$ cat src/rtl/nn_pkg.sv
// nn_pkg: shared types and default widths for the training datapath.
package nn_pkg;
   localparam int NN_X_W = 4;
   localparam int NN_T_W = 4;
   typedef enum logic [1:0] {LOAD, RUN, DONE} state_t;
   typedef struct packed {
      logic [NN_X_W-1:0] x;
      logic [NN_T_W-1:0] target;
   } sample_t;
endpackage

$ cat src/rtl/sample_regfile.sv
// sample_regfile: sample storage with one synchronous write port and one asynchronous read port.
module sample_regfile #(
   parameter int DEPTH = 8,
   parameter int W = 8,
   localparam int AW = $clog2(DEPTH)
) (
   input  logic          clk_i,
   input  logic          we_i,
   input  logic [AW-1:0] waddr_i,
   input  logic [W-1:0]  wdata_i,
   input  logic [AW-1:0] raddr_i,
   output logic [W-1:0]  rdata_o
);
   logic [W-1:0] mem_q [DEPTH];
   always_ff @(posedge clk_i) if (we_i) mem_q[waddr_i] <= wdata_i;
   assign rdata_o = mem_q[raddr_i];
endmodule

$ cat src/rtl/sample_buffer.sv
// sample_buffer: captures training pairs, then replays them to the network for a number of epochs.
module sample_buffer
   import nn_pkg::*;
#(
   parameter int DEPTH = 8,
   parameter int X_W = NN_X_W,
   parameter int T_W = NN_T_W,
   parameter int EPOCH_W = 8,
   localparam int AW = $clog2(DEPTH)
) (
   input  logic               clk_i,
   input  logic               rst_i,
   input  logic               clear_i,
   input  logic               wr_en_i,
   input  logic [X_W-1:0]     wr_x_i,
   input  logic [T_W-1:0]     wr_t_i,
   input  logic [EPOCH_W-1:0] epoch_limit_i,
   input  logic               start_i,
   input  logic               sample_ready_i,
   output logic               sample_valid_o,
   output logic [X_W-1:0]     x_o,
   output logic [T_W-1:0]     target_o,
   output logic [AW-1:0]      idx_o,
   output logic [AW:0]        count_o,
   output logic               full_o,
   output logic               empty_o,
   output logic               overflow_o,
   output logic [EPOCH_W-1:0] epoch_o,
   output logic               epoch_done_o,
   output logic               done_o
);
   state_t               state_q, state_d;
   logic [AW:0]          count_q, count_d;
   logic [AW-1:0]        rd_ptr_q, rd_ptr_d, idx_q;
   logic [EPOCH_W-1:0]   epoch_q, epoch_d, epoch_inc;
   logic                 overflow_q, overflow_d, edone_q, edone_d, wr, wrap;
   logic [X_W+T_W-1:0]   rd_data, nxt;
   logic [X_W-1:0]       x_q;
   logic [T_W-1:0]       t_q;

   sample_regfile #(.DEPTH(DEPTH), .W(X_W+T_W)) u_regfile (
      .clk_i   (clk_i),
      .we_i    (wr),
      .waddr_i (count_q[AW-1:0]),
      .wdata_i ({wr_x_i, wr_t_i}),
      .raddr_i (rd_ptr_d),
      .rdata_o (rd_data)
   );

   assign full_o    = count_q == (AW+1)'(DEPTH);
   assign empty_o   = count_q == '0;
   assign wrap      = (AW+1)'(rd_ptr_q) + (AW+1)'(1) >= count_q;
   assign epoch_inc = epoch_q + EPOCH_W'(1);
   // A start in the same cycle as the first write must see the sample being written.
   assign nxt = (wr && count_q[AW-1:0] == rd_ptr_d) ? {wr_x_i, wr_t_i} : rd_data;

   always_comb begin
      state_d    = state_q;
      count_d    = count_q;
      rd_ptr_d   = rd_ptr_q;
      epoch_d    = epoch_q;
      overflow_d = overflow_q;
      edone_d    = 1'b0;
      wr         = 1'b0;
      if (clear_i) begin
         state_d    = LOAD;
         count_d    = '0;
         rd_ptr_d   = '0;
         epoch_d    = '0;
         overflow_d = 1'b0;
      end else begin
         case (state_q)
            LOAD: begin
               wr         = wr_en_i & ~full_o;
               count_d    = count_q + (AW+1)'(wr);
               overflow_d = overflow_q | (wr_en_i & full_o);
               if (start_i && (!empty_o || wr)) begin
                  state_d  = RUN;
                  rd_ptr_d = '0;
                  epoch_d  = '0;
               end
            end
            RUN: if (sample_ready_i) begin
               rd_ptr_d = wrap ? '0 : rd_ptr_q + AW'(1);
               epoch_d  = wrap ? epoch_inc : epoch_q;
               edone_d  = wrap;
               if (wrap && epoch_limit_i != '0 && epoch_inc == epoch_limit_i) state_d = DONE;
            end
            DONE: if (start_i) begin
               state_d  = RUN;
               rd_ptr_d = '0;
               epoch_d  = '0;
            end
            default: state_d = LOAD;
         endcase
      end
   end

   always_ff @(posedge clk_i or negedge rst_i) begin
      if (!rst_i) begin
         state_q    <= LOAD;
         count_q    <= '0;
         rd_ptr_q   <= '0;
         epoch_q    <= '0;
         overflow_q <= 1'b0;
         edone_q    <= 1'b0;
         x_q        <= '0;
         t_q        <= '0;
         idx_q      <= '0;
      end else begin
         state_q    <= state_d;
         count_q    <= count_d;
         rd_ptr_q   <= rd_ptr_d;
         epoch_q    <= epoch_d;
         overflow_q <= overflow_d;
         edone_q    <= edone_d;
         if (state_d == RUN) begin
            {x_q, t_q} <= nxt;
            idx_q      <= rd_ptr_d;
         end
      end
   end

   assign sample_valid_o = state_q == RUN;
   assign done_o         = state_q == DONE;
   assign x_o            = x_q;
   assign target_o       = t_q;
   assign idx_o          = idx_q;
   assign count_o        = count_q;
   assign overflow_o     = overflow_q;
   assign epoch_o        = epoch_q;
   assign epoch_done_o   = edone_q;
endmodule

$ cat config.mk
export PLATFORM = sky130hd
export DESIGN_NAME = sample_buffer
export DESIGN_NICKNAME = d
export VERILOG_FILES = /design/src/rtl/nn_pkg.sv /design/src/rtl/sample_regfile.sv /design/src/rtl/sample_buffer.sv
export SDC_FILE = /design/constraint.sdc
export NUM_CORES = 1
export LEC_CHECK = 0
export ABC_AREA = 1
export CORE_MARGIN = 3
export CORE_UTILIZATION = 51
export DETAILED_ROUTE_END_ITERATION = 16
export HOLD_SLACK_MARGIN = 0.1
export PLACE_DENSITY = 0.76
export RECOVER_POWER = 25
export SYNTH_ARGS = -nofsm -noshare
export SYNTH_HDL_FRONTEND = slang
export SYNTH_SLANG_ARGS = --single-unit
$ cat constraint.sdc
create_clock -name clk_i -period 2.7 [get_ports clk_i]
set_clock_uncertainty 0.05 [all_clocks]
set_input_delay 0.54 -clock clk_i [delete_from_list [all_inputs] [get_ports clk_i]]
set_output_delay 0.54 -clock clk_i [all_outputs]
set_load 0.01 [all_outputs]
==> reports/metrics.cfg, run 1 <==
[status]
status=finished with violations
violations=max-capacitance violations, max-slew violations

[timing]
whs_ps=447
fin_crit_sh=0.950
max_freq_mhz=390
setup_ws_ps=135
finalSetupViolations=0
hold_viol_final=0
setup_tns_ps=0
max_slew_margin=-0.129
min_period_ps=2560
worstMarginPinSlew_ps=1690
maxSlewViolCount=31

[setup_path]
slowest_delay_ps=560
worstSetupPathType=reg -> out
path_cells=inv_1 > nand3_1 > nor2_2 > clkdlybuf4s50_1
r2r-start=rd_ptr_q[0]
cp_top_family=buffers and inverters
r2r_slack_ps=180
cp.arrival_ps=1970
reg2regPathDepth=20
worstPathRequired_ps=2110
r2r_end=target_o[1]
startpoint_type=flip-flop
crit_buf_inv=2
slowest_stage=clkdlybuf4s50_1
crit_fanout=7
critPathCaptureType=output pin

[floorplanning]
io_pins=51
num_rows=35
dieWidth_um=104
core_area_mm2=0.00928
fp.dieH_um=104
die_area_mm2=0.0108
start_util=0.525

[yosys]
synth_xor_area_frac=0.00719
synth_cell_type_count=32
synth_top_family_by_area=simple AND/OR/NAND/NOR gates
synth_seq_cells=94
netlist_instances=525
synth-seq-area-share=0.548
synth_fa_ha_area_frac=0.0205
synthesis.area_mm2=0.00488
ys_warn_count=0
synth-simple-area-share=0.295
synth-compound-area-share=0.0480
muxShareOfSynthArea=0
synth_area_per_cell_um2=9.29
syn_nets=555

[pwr]
vdd_drop_max_uv=258
power.density_mw_per_mm2=527
finalPower_mw=3.14
p_leak_nw=2.62

[drt]
first_iter_violations=241
detail-route-antenna-nets=0
drc=0
firstDrtPassIters=5
vias=3893
routed_wirelength_mm=11.3
viasPerCell=5.31
wire_per_inst_um=15.4

[clock_tree]
clkTransAtPathRegs_ps=100
h-tree-depth=3
cts_tree=built
cts_sinks=94
cts_root_buffer=clkbuf_8
clock_path_buffers=2
numCtsBuffers=9
insertion_delay_ps=370
ctsHoldBuffers=0

[placed_design]
placed_area_mm2=0.00566
gp_congestion=0.903
post-dp-hpwl_mm=7.96
place_inst=714
pre_cts_slack_ps=27.7
port_buffers=50

[global_routing]
grt_pass1_vias=3647
grt_overflow_total=0
grt_max_degree=31
grt_pass1_wl_mm=18.1
antenna_found_initial=0
grtUsageTotal=0.209

[min_path]
hold_depth=2
hp-start=idx_o[1]
worstHoldPathType=reg -> reg
hold_end=idx_o[1]

[finish]
fill_cells=762
finalNetCount=629
area_delta_synth_final_pct=22.3
stdcell_count=733
finalInstanceArea_mm2=0.00596
antenna_cells=0
finish.utilization=0.642
drive_gt1_frac=0.172

[job]
maxCapViolations=1

==> worst min-delay path: stages, from the launching register on <==
cell and delay (ps):
dfrtp_1 360, nand2_1 50, o21ai_0 60
==> placed cells by master, fill, tap and decap left out, types with 23 or more instances in the layout <==
cell / instances
inv_1: 80
nand2_1: 102
clkdlybuf4s50_1: 45
edfxtp_1: 64
nor2_1: 31
dfrtp_1: 30
nand3_2: 23
nand3_1: 69
buf_4: 24
nand3b_1: 26
==> metal layers <==
| layer | part of all wire | vias to the layer above | track usage | wire length [um] |
|---|---|---|---|---|
| li1 | - | 1891 | - | - |
| met3 | 0.072 | 12 | 0.0436 | 807 |
| met4 | 0.0095 | 0 | 0.0541 | 107 |
| met2 | 0.48 | 137 | 0.328 | 5400 |
| met1 | 0.44 | 1853 | 0.299 | 4940 |
| met5 | 0 | - | 0 | 0 |
==> cells in the mapped netlist (all sizes together) <==
cell type,n,area [um^2]
nor2,38,174
nand2,114,460
clkbuf,5,18.8
a22o,1,8.76
inv,86,323
nand3,92,541
edfxtp,64,1920
xor2,2,17.5
xnor2,2,17.5
nand3b,26,195
o22ai,5,31.3
or2,1,6.26
o211ai,1,7.51
dfrtp,30,751
o21ai,12,60.1
nand4,4,25.0
a31oi,1,6.26
a221oi,1,15.0
buf,10,56.3
nor3,7,35.0
ha,8,100
a21oi,15,105
==> area by class of cell <==
| type | instances | area, um^2 | area share |
|---|---|---|---|
| Sequential cell | 94 | 2670 | 0.448 |
| Multi-Input combinational cell | 331 | 1900 | 0.318 |
| Clock buffer | 9 | 124 | 0.0208 |
| Inverter | 86 | 324 | 0.0543 |
| Clock inverter | 7 | 67.6 | 0.0113 |
| Timing Repair Buffer | 77 | 716 | 0.120 |
| Tap cell | 129 | 161 | 0.0271 |
==> power breakdown <==
| part | total [mW] | internal [mW] | switching [mW] |
|---|---|---|---|
| sequential | 1.64 | 1.61 | 0.0374 |
| combinational | 0.590 | 0.256 | 0.334 |
| clock | 0.909 | 0.357 | 0.552 |
==> flip-flops by register name, indices dropped and copies added (netlist names) <==
name	count
rd_ptr_q	3
overflow_o	1
target_o	4
u_regfile.mem_q	64
x_o	4
idx_o	3
count_o	4
state_q	2
epoch_done_o	1
epoch_o	8
==> cell families after synthesis <==
logic type / Yosys count
fa+ha+maj: 8
flops: 94
buf+inv: 101
compound gates: 36
simple gates: 282
xor+xnor: 4
==> what timing repair did <==
action / 4_1_cts / 5_1_grt
resized for setup: 0 / 21
buffers inserted: 1 / 1
setup endpoints to repair: 1 / 9
cloned: 0 / 1
pin swaps: 1 / 4
==> how the worst max path moves through the flow <==
| stage | slack (ps) | to | startpoint | depth (start not counted) |
|---|---|---|---|---|
| floorplan | 120 | target_o[0] | rd_ptr_q[0] | 18 |
| global placement | 110 | x_o[1] | wr_en_i | 10 |
| detailed placement | 30 | target_o[1] | rd_ptr_q[0] | 18 |
| CTS | 10 | target_o[1] | rd_ptr_q[0] | 17 |
| global route | -10 | x_o[1] | rd_ptr_q[0] | 18 |
| finish | 140 | full_o | count_o[0] | 4 |
Note: power is estimated with default switching activity, not from simulation.
==> inputs of run 2 (changes only) <==
CORE_UTILIZATION = 30   (was 51)
GPL_ROUTABILITY_DRIVEN = 0   (was default)
PLACE_DENSITY = default   (was 0.76)
==> run 2 against run 1 <==
Compared with the run above:
- the run still ends with max-capacitance violations, max-slew violations left
- combinational power grew 3%
- die area rose by 65%
- first-iteration DRC count rose by 16%
- via count down 1.0%
- design area is 3.9% higher
- register-to-register slack got worse by 20 ps
- sequential power about the same
==> reports/metrics.cfg, run 2 (synthesis results as in run 1) <==
[clock_tree]
clock_path_buffers=2
numCtsBuffers=9
cts_tree=built
cts_root_buffer=clkbuf_16
ctsHoldBuffers=0
h-tree-depth=3
insertion_delay_ps=350
cts_sinks=94
clkTransAtPathRegs_ps=60

[drt]
vias=3854
drc=0
viasPerCell=4.73
wire_per_inst_um=15.0
firstDrtPassIters=5
first_iter_violations=279
routed_wirelength_mm=12.2
detail-route-antenna-nets=0

[finish]
area_delta_synth_final_pct=27.1
seqCellArea_mm2=0.00267
final_cell_mix=nand2_1 (101), inv_1 (80), nand3_1 (71)
layout_commonest_cell=nand2_1
multi_input_area_mm2=0.00191
stdcell_count=815
largest_reg_flops=64
finalNetCount=628
regMostFlops=u_regfile.mem_q
fill_cells=1548
finish.utilization=0.399
drive_gt1_frac=0.167

[floorplanning]
dieWidth_um=133
io_pins=51
num_rows=45
core_area_mm2=0.0155
die_area_mm2=0.0178
fp.dieH_um=133
start_util=0.314

[timing]
fin_crit_sh=0.942
max_freq_mhz=393
worstMarginPinSlew_ps=1720
maxSlewViolCount=31
hold_viol_final=0
max_slew_margin=-0.146
finalSetupViolations=0
min_period_ps=2540

[setup_path]
cp.arrival_ps=2770
critPathCaptureType=flip-flop
startpoint_type=flip-flop
r2r_end=target_o[3]
r2r-start=rd_ptr_q[1]
worstSetupPathType=reg -> reg
crit_fanout=17
reg2regPathDepth=17
r2r_slack_ps=160
worstPathRequired_ps=2930

[status]
violations=max-capacitance violations, max-slew violations
status=finished with violations

[pwr]
p_comb_frac=0.175
p_sw_frac=0.274
vdd_drop_max_uv=308
clkPwrFrac=0.348
p_switching_mw=0.948
p_int_mw=2.51
power.density_mw_per_mm2=558
seqPwrFrac=0.477
p_leak_nw=2.66

[global_routing]
grt_pass1_vias=3734
met1_usage=0.180
antenna_found_initial=1
grtUsageMet3=0.0242
top_usage_layer=met2
grtUsageTotal=0.137
grt_overflow_total=0
grt_max_degree=35
grt_pass1_wl_mm=19.4
grt_util_met2=0.229

[min_path]
hold_end=idx_o[1]
hold_depth=2
worstHoldPathType=reg -> reg
hp-start=idx_o[1]

[placed_design]
place_inst=794
post-dp-hpwl_mm=8.46
port_buffers=50

[job]
maxCapViolations=1

[run 2: cell types whose count changed in the layout (fill, tap and decap cells not counted), sizes merged]
cell / delta
clkinv: -3
buf: -2
inv: +2
clkbuf: +1
clkdlybuf4s50: +1
clkinvlp: +1
diode: +1
dlygate4sd3: -1
[run 2: final cells by class]
type                       count  share of cell area
multi-input combinational    331               0.308
timing repair buffer          76               0.121
inverter                      86              0.0525
clock inverter                 7             0.00868
clock buffer                   9              0.0363
tap                          211              0.0426
sequential                    94               0.431
antenna                        1            0.000404
[run 2: how the worst max path moves through the flow]
stage / start / end
finish: rd_ptr_q[1] / target_o[3]
global route: rd_ptr_q[0] / x_o[0]
CTS: rd_ptr_q[0] / target_o[1]
detailed placement: rd_ptr_q[0] / target_o[0]
global placement: rd_ptr_q[0] / x_o[0]
floorplan: rd_ptr_q[0] / target_o[0]
[run 2: critical path, cell delays in order (launching register included)]
cell	delay [ps]
dfrtp_1	390
ha_2	200
xnor2_2	170
inv_1	90
ha_4	270
nand2_1	40
inv_1	50
nand2_1	60
nand3_2	80
nand2_2	80
nand2_1	100
nand2_2	80
nand2_4	80
buf_4	260
nand3_1	130
nand3_1	130
nand3_2	80
a21oi_2	130
[run 2: stage by stage]
stage               hold WS (ps)  instance area [um^2]  worst slack, ps  TNS (ps)  total power [mW]
floorplan                    194                  4880              119         0              1.98
global placement             419                  5770             68.0         0              2.24
detailed placement           423                  5770            -28.2      -200              2.26
CTS                          440                  6070             26.0         0              3.46
global route                 490                  6200            -23.1     -73.0              3.61
finish                       431                  6200              156         0              3.46
[run 2: power by group through the flow]
| stage | Combinational, mW | Clock, mW | Sequential (mW) |
|---|---|---|---|
| CTS | 0.584 | 1.23 | 1.65 |
| global placement | 0.567 | 0 | 1.68 |
| global route | 0.663 | 1.29 | 1.66 |
| finish | 0.605 | 1.20 | 1.65 |
| detailed placement | 0.577 | 0 | 1.68 |
| floorplan | 0.281 | 0 | 1.70 |
[run 2: routing by layer]
layer  share of wire  vias up
met5               0        -
met4           0.015        0
met3           0.058       13
met2            0.48      115
met1            0.45     1826
li1                -     1900
[run 2: timing repair]
item | 4_1_cts | 5_1_grt
cloned | 0 | 2
pin swaps | 1 | 8
setup endpoints to repair | 8 | 9
resized for setup | 1 | 19
setup buffers | 1 | 1
==> inputs of run 3 (changes only) <==
CTS_CLUSTER_SIZE = 16   (was default)
==> results of run 3 <==
Final layout, timing and power as in run 2 (identical DEF).
==> RTL change, RTL diff (settings of run 3) <==
Encoding of `state_t`: now one-hot (3 bits for 3 states).
--- a/src/rtl/nn_pkg.sv
+++ b/src/rtl/nn_pkg.sv
@@ -3,5 +3,5 @@
    localparam int NN_X_W = 4;
    localparam int NN_T_W = 4;
-   typedef enum logic [1:0] {LOAD, RUN, DONE} state_t;
+   typedef enum logic [2:0] {LOAD = 3'b001, RUN = 3'b010, DONE = 3'b100} state_t;
    typedef struct packed {
       logic [NN_X_W-1:0] x;
Behaviour: no difference found for any inputs over 10 cycles, from zero or initial values and one cycle with rst_i low; not proved beyond that.
==> RTL change against run 3 <==
The flow still finishes with violations (capacitance limit, slew limit); worst setup slack worse by 0.13 ns; wire length up 6.3%; sequential cell count up 1; via count up 5.1%; synthesized area down 0.90%; final area up 2.7%; power up 4.2%; critical endpoint unchanged.
==> RTL change: results (changes against run 3) <==
[run_status]
status=finished, violations left  ; unchanged
violations=capacitance limit, slew limit  ; unchanged

[synthesis]
synth_seq_area_share=0.5585  ; was 0.5481
syn_avg_cell_area_sq_um=8.965  ; was 9.287 sq um
synthTopCellsByCount=149 x nand2_1, 94 x nand3_1, 69 x inv_1, 64 x edfxtp_1, 32 x nor2_1  ; was 107 x nand2_1, 80 x inv_1, 76 x nand3_1, 64 x edfxtp_1, 33 x nor2_1
yosysUniqueCellTypes=34  ; was 32
async_flop_share=0.3263  ; was 0.3191
synth_xor_area_frac=0.007250  ; was 0.007185
synth_fa_ha_area_frac=0.02071  ; was 0.02053
synth.area.top_cells=edfxtp_1 40%, dfrtp_1 16%, nand2_1 12%  ; was edfxtp_1 39%, dfrtp_1 15%, nand2_1 8.2%
syn_nets=569  ; was 555
synth_edf_count=64  ; unchanged
synth_compound_area_frac=0.03677  ; was 0.04799

[placed_design]
hpwl_um=8836  ; was 8455 um
place_area_sq_um=5834  ; was 5769 sq um
dpl_worst_slack_ns=-0.09641  ; was -0.02820 ns
dp_cells=822  ; was 794

[finish]
nFillCells=1493  ; was 1548
largest_reg_flops=64  ; unchanged
drive_gt1_frac=0.1984  ; was 0.1675
antenna_cells=0  ; was 1
num-nets-final=660  ; was 628

[route]
drtIter0Drc=289  ; was 279
wl_per_cell_um=15.35  ; was 14.99 um
via_count=4052  ; was 3854
dr.pass1.iters=5  ; unchanged
routed_wl_um=12990  ; was 12220 um

[grt]
grt_use_total=0.1490  ; was 0.1367
grt_max_degree=32  ; was 35
first_global_vias=3972  ; was 3734
antenna_found_initial=0  ; was 1
grt_first_pass_wirelength_um=20740  ; was 19420 um

[timing]
whs_ns=0.4228  ; was 0.4314 ns
period_share=0.9904  ; was 0.9421
maxSlewHeadroom=-0.2128  ; was -0.1464
slew_violations=32  ; was 31

[min_path]
hold_start=idx_o[2]  ; was idx_o[1]
min_to=idx_o[2]  ; was idx_o[1]
hp-class=register to register  ; unchanged

[clock_network]
cts_buffers=9  ; unchanged
clock-root-buffer=clkbuf_16  ; unchanged
cts_sinks=95  ; was 94
cts-resized-gates=7  ; was 1
cts.clk_slew.worst_paths_ns=0.07
postCtsSetupRepairBufs=5  ; was 1
clk_latency_ns=0.35  ; about the same

[setup_path]
cp-endpoint=target_o[3]  ; unchanged
critPathMaxFanout=8  ; was 17
rr_startpoint=rd_ptr_q[2]  ; was rd_ptr_q[1]
arrival_ns=2.87  ; was 2.77 ns
r2r_slack_ns=0.03  ; was 0.16 ns
cp_slowest_cell=dfrtp_1  ; unchanged
r2r_cells=15  ; was 17
critPathMaxStageDelay_ns=0.48  ; was 0.39 ns
critPathKind=register to register  ; unchanged

[pwr]
leakage_nw=2.770  ; was 2.655 nW
ir_drop_mv=0.3350  ; was 0.3080 mV

[flow_run]
cap_violations=1  ; unchanged

-- RTL change: routing by layer --
layer | track usage | vias up | wire, um
li1 | - | 1962 | -
met3 | 0.03384 | 22 | 796
met2 | 0.2410 | 138 | 6137
met1 | 0.1955 | 1930 | 5786
met4 | 0.05485 | 0 | 267
met5 | 0 | - | 0
-- RTL change: final cells by class --
cell class / count / area, sq um / area share
clock inverter: 7 / 47.55 / 0.007473
clock buffer: 9 / 225.2 / 0.03540
timing repair buffer: 93 / 903.4 / 0.1420
multi-input combinational: 351 / 1921 / 0.3019
sequential: 95 / 2699 / 0.4242
tap: 211 / 264.0 / 0.04149
inverter: 80 / 302.8 / 0.04759
-- RTL change: worst min-delay path, stage by stage (launching register included) --
cell	delay, ns
dfrtp_1	0.35
nand2_1	0.05
nand2_1	0.04
-- RTL change: report_power, final --
group          internal [mW]  switching [mW]  total [mW]
combinational          0.314           0.404       0.718
sequential              1.65          0.0542        1.71
clock                  0.626           0.551        1.18
